===== config.mk =====
export PLATFORM = sky130hd
export DESIGN_NAME = r4_butterfly_stream
export DESIGN_NICKNAME = d
export VERILOG_FILES = /design/src/rtl/r4_butterfly_stream.sv
export SDC_FILE = /design/constraint.sdc
export NUM_CORES = 1
export LEC_CHECK = 0
export BUFFER_PORTS_ARGS = -buffer_cell sky130_fd_sc_hd__buf_2
export CAP_MARGIN = 20
export CORE_ASPECT_RATIO = 0.6
export CORE_UTILIZATION = 45
export CTS_BUF_LIST = sky130_fd_sc_hd__clkbuf_8
export CTS_CLUSTER_DIAMETER = 50
export DETAILED_ROUTE_END_ITERATION = 10
export SLEW_MARGIN = 20
export SYNTH_ARGS = -nofsm -noshare
export SYNTH_HDL_FRONTEND = slang
export SYNTH_SLANG_ARGS = --single-unit

===== constraint.sdc =====
create_clock -name wb_clk_i -period 3.1 [get_ports wb_clk_i]
set_clock_uncertainty 0.1 [all_clocks]
set_input_delay 0.31 -clock wb_clk_i [delete_from_list [all_inputs] [get_ports wb_clk_i]]
set_output_delay 0.31 -clock wb_clk_i [all_outputs]
set_load 0.03 [all_outputs]

===== src/rtl/r4_butterfly_stream.sv =====
// r4_butterfly_stream
// Pipelined radix-4 DIT butterfly with a valid/ready output stream.
// An accepted transaction has four complex W-bit samples a..d. The block
// computes X0..X3 at W+2 bit precision, with optional forward/inverse
// direction and optional 1/4 scaling. It buffers all four results and
// emits them one per cycle.
//
// Ports:
//   wb_clk_i, wb_rst_i     clock, asynchronous active-high reset
//   in_valid / in_ready    input handshake
//   inv, scale             direction and 1/4 scaling, sampled on accept
//   xr0..xr3, xi0..xi3     real/imag parts of a, b, c, d (signed W)
//   out_valid / out_ready  output handshake
//   out_re, out_im         result components (signed W+2)
//   out_idx, out_last      output index k of Xk, high on X3
//   done_cnt               number of fully drained butterflies (wraps)
//
// state  | meaning
// EMPTY  | buffer empty, ready for a new butterfly
// DRAIN  | buffer holds results, presenting buffer[idx]
module r4_butterfly_stream #(
  parameter int W  = 4,
  parameter int CW = 8
) (
  input  logic          wb_clk_i,
  input  logic          wb_rst_i,
  input  logic          in_valid,
  output logic          in_ready,
  input  logic          inv,
  input  logic          scale,
  input  logic [W-1:0]  xr0,
  input  logic [W-1:0]  xr1,
  input  logic [W-1:0]  xr2,
  input  logic [W-1:0]  xr3,
  input  logic [W-1:0]  xi0,
  input  logic [W-1:0]  xi1,
  input  logic [W-1:0]  xi2,
  input  logic [W-1:0]  xi3,
  output logic          out_valid,
  input  logic          out_ready,
  output logic [W+1:0]  out_re,
  output logic [W+1:0]  out_im,
  output logic [1:0]    out_idx,
  output logic          out_last,
  output logic [CW-1:0] done_cnt
);

  localparam int OW = W + 2;

  typedef enum logic {S_EMPTY, S_DRAIN} state_t;

  state_t               state_q;
  logic [1:0]           idx_q;
  logic signed [OW-1:0] re_q [4];
  logic signed [OW-1:0] im_q [4];
  logic [CW-1:0]        cnt_q;

  logic signed [OW-1:0] ar, ai, br, bi, cr, ci, dr, di;
  logic signed [OW-1:0] x1r, x1i, x3r, x3i;
  logic signed [OW-1:0] raw_re [4];
  logic signed [OW-1:0] raw_im [4];
  logic signed [OW-1:0] res_re_d [4];
  logic signed [OW-1:0] res_im_d [4];
  logic                 accept;

  // Extend the inputs by two sign bits. The sum of four W-bit values
  // then fits exactly, so the arithmetic below never overflows.
  assign ar = {{2{xr0[W-1]}}, xr0};
  assign br = {{2{xr1[W-1]}}, xr1};
  assign cr = {{2{xr2[W-1]}}, xr2};
  assign dr = {{2{xr3[W-1]}}, xr3};
  assign ai = {{2{xi0[W-1]}}, xi0};
  assign bi = {{2{xi1[W-1]}}, xi1};
  assign ci = {{2{xi2[W-1]}}, xi2};
  assign di = {{2{xi3[W-1]}}, xi3};

  assign x1r = ar - cr + bi - di;
  assign x1i = ai - ci - br + dr;
  assign x3r = ar - cr - bi + di;
  assign x3i = ai - ci + br - dr;

  always_comb begin
    raw_re[0] = ar + br + cr + dr;
    raw_im[0] = ai + bi + ci + di;
    raw_re[2] = ar - br + cr - dr;
    raw_im[2] = ai - bi + ci - di;
    // The inverse transform is the forward one with X1 and X3 swapped.
    raw_re[1] = inv ? x3r : x1r;
    raw_im[1] = inv ? x3i : x1i;
    raw_re[3] = inv ? x1r : x3r;
    raw_im[3] = inv ? x1i : x3i;
    for (int k = 0; k < 4; k++) begin
      res_re_d[k] = scale ? (raw_re[k] >>> 2) : raw_re[k];
      res_im_d[k] = scale ? (raw_im[k] >>> 2) : raw_im[k];
    end
  end

  // A new butterfly may enter in the same cycle that X3 leaves, so there
  // is no bubble between back-to-back transactions.
  assign in_ready = (state_q == S_EMPTY) |
                    ((state_q == S_DRAIN) & (idx_q == 2'd3) & out_ready);
  assign accept   = in_valid & in_ready;

  always_ff @(posedge wb_clk_i or posedge wb_rst_i) begin
    if (wb_rst_i) begin
      state_q <= S_EMPTY;
      idx_q   <= 2'd0;
      cnt_q   <= '0;
      for (int k = 0; k < 4; k++) begin
        re_q[k] <= '0;
        im_q[k] <= '0;
      end
    end else begin
      if (accept) begin
        for (int k = 0; k < 4; k++) begin
          re_q[k] <= res_re_d[k];
          im_q[k] <= res_im_d[k];
        end
      end
      case (state_q)
        S_EMPTY: begin
          if (accept) begin
            state_q <= S_DRAIN;
            idx_q   <= 2'd0;
          end
        end
        S_DRAIN: begin
          if (out_ready) begin
            if (idx_q != 2'd3) begin
              idx_q <= idx_q + 2'd1;
            end else begin
              cnt_q   <= cnt_q + 1'b1;
              idx_q   <= 2'd0;
              state_q <= accept ? S_DRAIN : S_EMPTY;
            end
          end
        end
        default: begin
          state_q <= S_EMPTY;
          idx_q   <= 2'd0;
        end
      endcase
    end
  end

  assign out_valid = (state_q == S_DRAIN);
  assign out_re    = re_q[idx_q];
  assign out_im    = im_q[idx_q];
  assign out_idx   = idx_q;
  assign out_last  = (idx_q == 2'd3);
  assign done_cnt  = cnt_q;

endmodule


==> results by group <==
Die
  – Horiz. Die Dim: 158 um
  – Initial core utilization: 47.1%
  – Core area: 13,900 sq um
  – Row cnt: 33
  – IO Pins: 63
  – Die area: 15,100 sq um
  – Die Ht: 95.4 um

Cells and area
  – Area Growth Syn to Fin: 37.2%
  – Finished layout cell area: 8980 sq um
  – Share of post-route cells with drive strength above 1: 42.3%
  – Final non-filler cell total: 1,055
  – Antenna cells: 0
  – Nets@finish: 1,009

Pwr
  – Pwr/cell area: 811 nW/um^2
  – Sequential share of power: 18.2%
  – Clk pwr share: 11.0%
  – Worst vdd ir: 0.000390 V
  – LEAKAGE: 4.32 nW
  – Sw Pwr: 3.32 mW
  – Sw Share: 45.6%
  – Pint: 3.97 mW
  – Combinational share of power: 70.8%

STA
  – Slew Limit Headroom: 65.2%
  – RSZ-0062 raised after global routing: yes
  – Transition time of the tightest slew-check pin: 0.519 ns
  – Crit share post-route: 104%
  – Max-slew violations: 0
  – Hold Vio Cnt, Final: 0
  – Min setup slack post-route: -0.138 ns
  – Tmin final: 3.24 ns
  – Fmax: 309 MHz
  – Setup violators final: 14

Place
  – DP Cell Count: 1,030
  – RePlAce Congestion: 0.911
  – HPWL after detailed placement: 16.4 mm
  – Placed inst area: 8170 sq um
  – Number of port buffers: 62

Detailed routing
  – Pre-antenna DRT Iters: 5
  – DR vias/cell: 5.42
  – DRC violations left: 0
  – Vias: 5,723
  – Wire length per cell: 19.1 um
  – Initial DRC Count: 386
  – Routed Wire Length: 20.2 mm
  – Routed Antenna Nets: 0

Setup path
  – CP required: 3.23 ns
  – R2r startpoint: out_idx[0]
  – Slowest CP cell: fa_2
  – CP Class: primary input to flop
  – Crit. End Element: flop
  – Worst R2R Setup Slack: 0.93 ns
  – Worst-path maximum fanout: 4
  – Worst setup SP type: primary input
  – Worst Path Arrival: 3.36 ns
  – CP peak stage delay: 0.48 ns
  – R2R depth: 7
  – Crit-path cells: buf_4 > buf_4 > fa_2 > a211oi_2 > mux2_4 > fa_2 > ha_4 > inv_4 > o41ai_4 > a211oi_2 > a31oi_2 > nor3_2 > a221o_1
  – R2r endpoint: re_q[13]

Synth
  – Synthesized cell area: 6550 sq um
  – Yosys reg bits: 59
  – Seq/Total Area, Yosys: 22.5%
  – Synth Flop Type: dfrtp_1
  – Syn Area/Cell: 9.86 sq um
  – Synth warnings: 0
  – Cells after Synth: 664
  – Number of flops mapped to enable cells by yosys: 0
  – Synth async-reset ratio: 100%
  – Distinct cells, synth: 65
  – Syn_nets: 814

Clock tree
  – CTS Root Cell: clkbuf_8
  – Worst-Skew Late Latency: 0.35 ns
  – Clk sink count: 59
  – H-Tree Depth: 3
  – CTS tree: yes
  – Worst-case clock buffer depth: 2
  – Clock slew at reported path FFs: 0.06 ns
  – CTS buffer count: 9

Hold path
  – Worst Hold Depth: 2
  – Hold_sp: in_valid
  – Hold Path Class: primary input to flop
  – Hold EP: out_valid

Global routing
  – Total gr overflow: 0
  – Initial antenna violation count: 0
  – First-pass GRT wire length: 31.1 mm
  – GR Util All Layers: 28.4%
  – Largest net degree at the start of global routing: 47
  – Vias in the first global route: 5,788

Job
  – MaxCap Viol Count: 0

Status
  – Outcome: finished with violations
  – Failing checks: negative setup slack
-- worst max-delay path by stage --
stage / startpoint / end / slack, ns / cells after the start
floorplan: xi0[0] / im_q[4] / -0.19 / 14
global placement: xi0[0] / im_q[14] / -0.61 / 17
detailed placement: xi0[0] / im_q[3] / -0.68 / 15
CTS: xi0[0] / im_q[4] / -0.07 / 13
global route: xi0[1] / im_q[4] / -0.23 / 13
finish: xi0[1] / im_q[4] / -0.14 / 13
-- power groups by stage --
stage,clock network (mW),logic [mW],registers [mW]
3_3_place_gp,0,4.44,1.31
6_report,0.802,5.16,1.33
4_1_cts,0.811,4.84,1.32
3_5_place_dp,0,4.54,1.33
2_1_floorplan,0,2.77,1.33
5_1_grt,0.854,5.57,1.35
-- synth_stat cells, drive strengths merged, types with 17 or more instances --
cell / instances / area (sq um)
nand2: 42 / 158
dfrtp: 59 / 1480
a21oi: 36 / 180
buf: 17 / 86.3
mux2i: 27 / 274
fa: 58 / 1160
xnor2: 24 / 210
inv: 92 / 345
ha: 54 / 676
nor2: 43 / 161
xor2: 19 / 174
o21ai: 25 / 125
-- worst max-delay path: cells and delay by family --
family                     cells  cell delay, ns
and+or+nand+nor                1            0.07
buffers and inverters          3            0.30
adders and majority gates      3            1.24
muxes                          1            0.20
AOI/OAI and AO/OA              5            1.26
-- flip-flops by register name, summed over array words and instances, names as in the netlist --
register and flops:
im_q 24, re_q 24, done_cnt 8, out_idx 2, out_valid 1
-- logic make-up (layout without fill, tap and decap cells) --
logic type	count (synthesis)	in the layout	share of synthesized area, %
AND/OR/NAND/NOR	136	136	9.88
XOR/XNOR	43	43	5.87
multiplexers	46	46	9.52
flip-flops	59	59	22.5
AO/OA/AOI/OAI	147	147	16.7
adder cells (fa/ha/maj)	114	114	28.4
buffers and inverters	119	318	7.17
-- metrics by stage --
step	util, %	worst slack, ns	total power [mW]	hold WS, ns	setup TNS [ns]
3_3_place_gp	58.7	-0.607	5.75	0.212	-15.89
5_1_grt	64.6	-0.234	7.77	0.114	-2.29
3_5_place_dp	58.7	-0.675	5.87	0.223	-17.71
2_1_floorplan	-	-0.190	4.10	0.318	-1.08
6_report	64.6	-0.138	7.29	0.103	-0.777
4_1_cts	62.9	-0.0675	6.97	0.0953	-0.434
-- layout make-up --
| type | count | area (sq um) |
|---|---|---|
| Clock buffer | 11 | 151 |
| Clock inverter | 4 | 73.8 |
| Fill cell | 1131 | 4930 |
| Inverter | 92 | 375 |
| Multi-Input combinational cell | 486 | 5180 |
| Sequential cell | 59 | 1480 |
| Tap cell | 192 | 240 |
| Timing Repair Buffer | 211 | 1480 |
-- layer usage --
metal  vias up  global-route usage (%)  wire length (um)
li1       2694                       -                 -
met1      2845                    40.5              9660
met2       164                    41.8              8640
met3        20                    9.00              1570
met4         0                    6.31               306
met5         -                       0                 0
-- what timing repair did --
item / in CTS / in global routing
setup buffers: 5 / 4
pin swaps: 35 / 31
endpoints found under the hold margin: 17 / 0
setup endpoints to repair: 27 / 35
gates resized for setup: 68 / 51
hold buffers: 1 / 0
-- placed cells by master (no fill, tap or decap), drive strengths merged, types with 25 or more instances in the layout --
cell	Yosys	final
a21oi	36	36
nor2	43	43
buf	17	210
inv	92	92
fa	58	58
dfrtp	59	59
mux2i	27	27
nand2	42	42
ha	54	54
o21ai	25	25
Power figures use the tool's default switching activity.
